<file path="config.mk">
export PLATFORM = sky130hd
export DESIGN_NAME = wb_regfile
export DESIGN_NICKNAME = d
export VERILOG_FILES = /design/src/rtl/wb_regfile.sv
export SDC_FILE = /design/constraint.sdc
export NUM_CORES = 2
export LEC_CHECK = 0
export CAP_MARGIN = 20
export CELL_PAD_IN_SITES_DETAIL_PLACEMENT = 0
export CELL_PAD_IN_SITES_GLOBAL_PLACEMENT = 2
export CORE_MARGIN = 2
export CORE_UTILIZATION = 39
export DETAILED_ROUTE_END_ITERATION = 12
export PLACE_DENSITY_LB_ADDON = 0.1
export SYNTH_ARGS = -nofsm -noshare
export SYNTH_HDL_FRONTEND = slang
export SYNTH_SLANG_ARGS = --single-unit
</file>
<file path="constraint.sdc">
create_clock -name clk -period 4.1 [get_ports clk]
set_input_delay 1.23 -clock clk [delete_from_list [all_inputs] [get_ports clk]]
set_output_delay 1.23 -clock clk [all_outputs]
set_load 0.02 [all_outputs]
</file>
<file path="src/rtl/wb_regfile.sv">
// Write-back stage + 32-entry register file: aligns loads, commits rd, counts retired instrs, traps misaligned loads.
// Latency: write lands at the clock edge of fire; reads are combinational (same-cycle forward with WB_REGFILE_BYPASS_EN).
// Backpressure: allow_in_regfile drops while a misaligned-load trap is pending; upstream holds until err_ack.
module wb_regfile #(
    parameter int DATA_WIDTH = 32,
    parameter int BUS_WIDTH  = 32,
    parameter int RD_WIDTH   = 5,
    parameter int REG_NUM    = 32
) (
    input  logic                  clk,
    input  logic                  rst,
    input  logic                  valid_wb,
    input  logic                  ready_go_wb,
    output logic                  allow_in_regfile,
    input  logic                  write_reg,
    input  logic                  mem2reg,
    input  logic [RD_WIDTH-1:0]   rd_wb,
    input  logic [2:0]            ins_func3,
    input  logic [BUS_WIDTH-1:0]  mem_address,
    input  logic [DATA_WIDTH-1:0] mem_read_data,
    input  logic [RD_WIDTH-1:0]   rs1_addr,
    input  logic [RD_WIDTH-1:0]   rs2_addr,
    output logic [DATA_WIDTH-1:0] rs1_data,
    output logic [DATA_WIDTH-1:0] rs2_data,
    output logic [63:0]           instret,
    output logic                  misalign_err,
    output logic [BUS_WIDTH-1:0]  err_addr,
    input  logic                  err_ack
);

    typedef enum logic {RUN = 1'b0, ERR = 1'b1} state_t;

    state_t                state;
    logic [DATA_WIDTH-1:0] regs [REG_NUM];
    logic                  fire;
    logic                  misaligned;
    logic                  commit;
    logic                  commit_wr;
    logic [7:0]            ld_byte;
    logic [15:0]           ld_half;
    logic [DATA_WIDTH-1:0] ld_data;
    logic [DATA_WIDTH-1:0] wb_data;

    assign allow_in_regfile = (state == RUN);
    assign fire             = valid_wb & ready_go_wb & allow_in_regfile;

    // Halfword loads need addr[0]=0; word loads need addr[1:0]=0. Byte loads never trap.
    assign misaligned = mem2reg &
                        (((ins_func3[1:0] == 2'b01) & mem_address[0]) |
                         ((ins_func3[1:0] == 2'b10) & (mem_address[1:0] != 2'b00)));

    assign commit    = fire & ~misaligned;
    assign commit_wr = commit & write_reg & (rd_wb != '0);

    // Little-endian byte/half lane selection by the low address bits.
    always_comb begin
        ld_byte = mem_read_data[7:0];
        case (mem_address[1:0])
            2'b00:   ld_byte = mem_read_data[7:0];
            2'b01:   ld_byte = mem_read_data[15:8];
            2'b10:   ld_byte = mem_read_data[23:16];
            default: ld_byte = mem_read_data[31:24];
        endcase
        ld_half = mem_address[1] ? mem_read_data[31:16] : mem_read_data[15:0];
    end

    // Sign/zero extension by load type; unknown codes behave as LW.
    always_comb begin
        case (ins_func3)
            3'b000:  ld_data = {{(DATA_WIDTH-8){ld_byte[7]}}, ld_byte};
            3'b001:  ld_data = {{(DATA_WIDTH-16){ld_half[15]}}, ld_half};
            3'b100:  ld_data = {{(DATA_WIDTH-8){1'b0}}, ld_byte};
            3'b101:  ld_data = {{(DATA_WIDTH-16){1'b0}}, ld_half};
            default: ld_data = mem_read_data;
        endcase
    end

    // The ALU result travels on the address bus for non-load instructions.
    assign wb_data = mem2reg ? ld_data : mem_address[DATA_WIDTH-1:0];

    // Trap FSM: a misaligned load parks the stage in ERR until software acknowledges.
    always_ff @(posedge clk) begin
        if (rst) begin
            state        <= RUN;
            misalign_err <= 1'b0;
            err_addr     <= '0;
        end else begin
            case (state)
                RUN: begin
                    if (fire && misaligned) begin
                        state        <= ERR;
                        misalign_err <= 1'b1;
                        err_addr     <= mem_address;
                    end
                end
                ERR: begin
                    if (err_ack) begin
                        state        <= RUN;
                        misalign_err <= 1'b0;
                    end
                end
                default: state <= RUN;
            endcase
        end
    end

    // Register file commit; x0 is never written so it stays zero.
    always_ff @(posedge clk) begin
        if (rst) begin
            for (int i = 0; i < REG_NUM; i++) begin
                regs[i] <= '0;
            end
        end else if (commit_wr) begin
            regs[rd_wb] <= wb_data;
        end
    end

    // Retired-instruction counter, wraps naturally at 2^64.
    always_ff @(posedge clk) begin
        if (rst) begin
            instret <= '0;
        end else if (commit) begin
            instret <= instret + 64'd1;
        end
    end

    // Combinational read ports, optionally forwarding the value being committed this cycle.
    always_comb begin
        rs1_data = '0;
        rs2_data = '0;
        if (rs1_addr != '0) rs1_data = regs[rs1_addr];
        if (rs2_addr != '0) rs2_data = regs[rs2_addr];
`ifdef WB_REGFILE_BYPASS_EN
        if (commit_wr && (rs1_addr == rd_wb)) rs1_data = wb_data;
        if (commit_wr && (rs2_addr == rd_wb)) rs2_data = wb_data;
`endif
    end

endmodule

</file>
==> results by group <==
Power
  – Leakage: 26.8 nW
  – Logic pwr share: 0.156
  – Sw Pwr: 7.44 mW
  – PD cells: 385 mW/mm^2
  – Design Power: 28.9 mW
  – Switching portion of total power: 0.257
  – Sequential share of power: 0.432
  – Peak VDD IR: 0.000316 V
  – Int Power: 21.5 mW
  – Clock network power share: 0.411

CTS
  – CTS tree: yes
  – Worst-Skew Late Latency: 780 ps
  – Clock transition at path regs: 50 ps
  – Inserted Clock Buffers: 131
  – H-tree Lvls: 4
  – Clock Sinks: 1091
  – Hold_buf cts: 0
  – CTS root buffer: clkbuf_16
  – Clock Path Buffers: 3

Logic synthesis
  – Synthesized area per cell: 13.0 um^2
  – Number of synthesized flops with an enable pin: 993
  – Netlist cell types: 61
  – Synthesized Nets: 4395
  – Synth Cell Area: 0.0562 mm^2
  – Sequential share of the synthesized area: 0.566
  – Yosys warning count: 0
  – Synth top area cells: edfxtp_1, mux4_2, nor2_1
  – Synth Register Bits: 1091
  – Synth Flop Type: edfxtp_1
  – Top-area cell type share of the netlist area: 0.531
  – Ys async rst share: 0
  – Gate Count Post-Synth: 4305
  – Yosys top cell by area: edfxtp_1

Global routing
  – Gr ovfl total: 0
  – First-pass GRT wire length: 322000 um
  – Initial antenna violation count: 17
  – Number of global-route vias before repair: 42400
  – Total Routing Usage GR: 0.311
  – Largest net degree at the start of global routing: 74

Worst setup path
  – Crit Path Class: primary input to primary output
  – Startpoint type of the worst setup path: primary input
  – Critical Path End Type: primary output
  – Data arrival, critical path: 3170 ps
  – R2R cell count: 5
  – Worst Path Required: 2870 ps
  – CP Max Fanout: 7

Final layout
  – Most common cell after layout, fill and taps aside: nor2_1
  – Most frequent cells in the layout: nor2_1, edfxtp_1, mux4_2
  – Nets: 5043
  – Share of cells above drive strength 1: 0.364
  – Synthesis-to-finish area growth: 33.7%

Outcome
  – Failing checks: negative setup slack
  – Status: finished, violations left

Timing
  – Setup TNS: -10470 ps
  – Final hold slack: 452 ps
  – Final Slew Violations: 0
  – RSZ-0062 raised after global routing: true
  – Min Clock Period, post-route: 4400 ps
  – Final Hold Vio Count: 0
  – Worst clock skew: 24.0 ps
  – Slew HR: 0.257
  – Post-route worst setup slack: -297 ps
  – Post-route clock period utilization: 1.07
  – Fmax: 227 MHz
  – Worst-margin pin slew: 1110 ps
  – Endpoints failing setup: 64

Route
  – Routed via count: 42100
  – Via/cell ratio: 6.04
  – Antenna-violating nets left: 0
  – DRC Markers: 0
  – Routed WL: 230000 um
  – Routed WL per cell: 33.0 um
  – DRT iter0 DRCs: 4386
  – Drt pass-1 iters: 5

Placed design
  – Final Wtd Congestion: 0.845
  – Input/output buffers: 250
  – Pre-CTS WS: -921 ps
  – Post-DP HPWL: 147000 um

Floorplan
  – Die height: 383 um
  – IO Count: 251
  – Total core area: 0.143 mm^2
  – Starting density of the core: 0.392
  – Die Area: 0.147 mm^2
  – Core Rows: 139
  – Die outline width: 383 um

Hold path
  – Worst Hold Class: flip-flop to flip-flop
  – Hold depth: 2

Run
  – Max-cap viol count: 0
[registers in the layout, summed over array words and instances (netlist names)]
signal and count:
instret 64, misalign_err 1, regs 993, err_addr 32, state 1
[cell usage after synthesis (12+ instances only)]
library cell,count
nor2_1,1031
edfxtp_1,993
mux4_2,451
clkbuf_1,335
nand2_1,325
a21oi_1,141
mux2i_1,130
dfxtp_1,98
buf_2,74
mux2_2,72
a221oi_1,58
or4_1,46
o2111a_1,44
buf_1,40
o31ai_1,39
nor3_1,38
nand2b_1,36
o21ai_0,31
nand4_1,30
and3_1,29
o211ai_1,27
a22oi_1,26
inv_1,23
o2111ai_1,23
a221o_1,21
nand3_1,21
nand3b_1,12
nor2b_1,12
[timing repair]
item                                    4_1_cts  5_1_grt
endpoints found under the setup margin       64       64
gates cloned                                 21        4
pin swaps                                    89       78
buffers inserted                            120       55
resized for setup                           672      159
[routing by layer]
| metal | GRT usage | share of wire | wire length, um | up-vias |
|---|---|---|---|---|
| met1 | 0.407 | 0.39 | 89800 | 21900 |
| met4 | 0.123 | 0.045 | 10300 | 22 |
| met3 | 0.0621 | 0.083 | 19000 | 377 |
| li1 | - | - | - | 17800 |
| met5 | 0 | 0.00063 | 144 | - |
| met2 | 0.508 | 0.48 | 111000 | 2044 |
[worst max-delay path, cell delays in order]
cell and delay (ps):
buf_16 120, buf_12 150, buf_12 130, buf_12 130
mux4_2 490, mux2i_1 190, buf_4 170, a21oi_2 50
o21ai_2 180, buf_6 140, a21oi_4 30, buf_6 130
[power by group through the flow]
stage | logic, mW | registers [mW] | clock network [mW]
finish | 4.52 | 12.5 | 11.9
global route | 4.65 | 12.5 | 12.4
CTS | 4.40 | 12.5 | 12.0
detailed placement | 3.87 | 12.7 | 0
global placement | 3.87 | 12.7 | 0
floorplan | 1.81 | 12.7 | 0
[logic make-up after synthesis]
logic type,count (synthesis),share of synthesized area
muxes,653,0.218
other,1,0.0000668
xor gates and xnor gates,12,0.00187
adders and majority gates,1,0.000223
DFF,1091,0.566
AOI/OAI and AO/OA,446,0.0582
and+or+nand+nor,1627,0.122
buffers and inverters,474,0.0335
[metrics by stage]
| stage | util | area, um^2 | cells |
|---|---|---|---|
| 2_1_floorplan | - | 56500 | 4305 |
| 3_3_place_gp | 0.463 | 66300 | 6569 |
| 3_5_place_dp | 0.463 | 66300 | 6569 |
| 4_1_cts | 0.518 | 74200 | 6929 |
| 5_1_grt | 0.524 | 75100 | 6957 |
| 6_report | 0.524 | 75100 | 6965 |
[final timing paths]
kind	slack, ps	start	end
worst max-delay path	-300	rs2_addr[0]	rs2_data[30]
worst min-delay path	450	err_addr[5]$_SDFFE_PP0P_	err_addr[5]$_SDFFE_PP0P_
worst max register to register	1450	instret[26]$_SDFFE_PP0N_	instret[44]$_SDFFE_PP0N_
worst min register to register	450	err_addr[5]$_SDFFE_PP0P_	err_addr[5]$_SDFFE_PP0P_
[layout make-up]
| class | count | area (um^2) |
|---|---|---|
| clock buffer | 182 | 3760 |
| multi-input combinational | 2740 | 24900 |
| sequential | 1091 | 31800 |
| antenna | 8 | 20.0 |
| fill | 12100 | 68200 |
| tap | 1903 | 2380 |
| clock inverter | 52 | 515 |
| timing repair buffer | 966 | 11700 |
| inverter | 23 | 86.3 |
No activity file was read; power rests on OpenSTA's default activity.
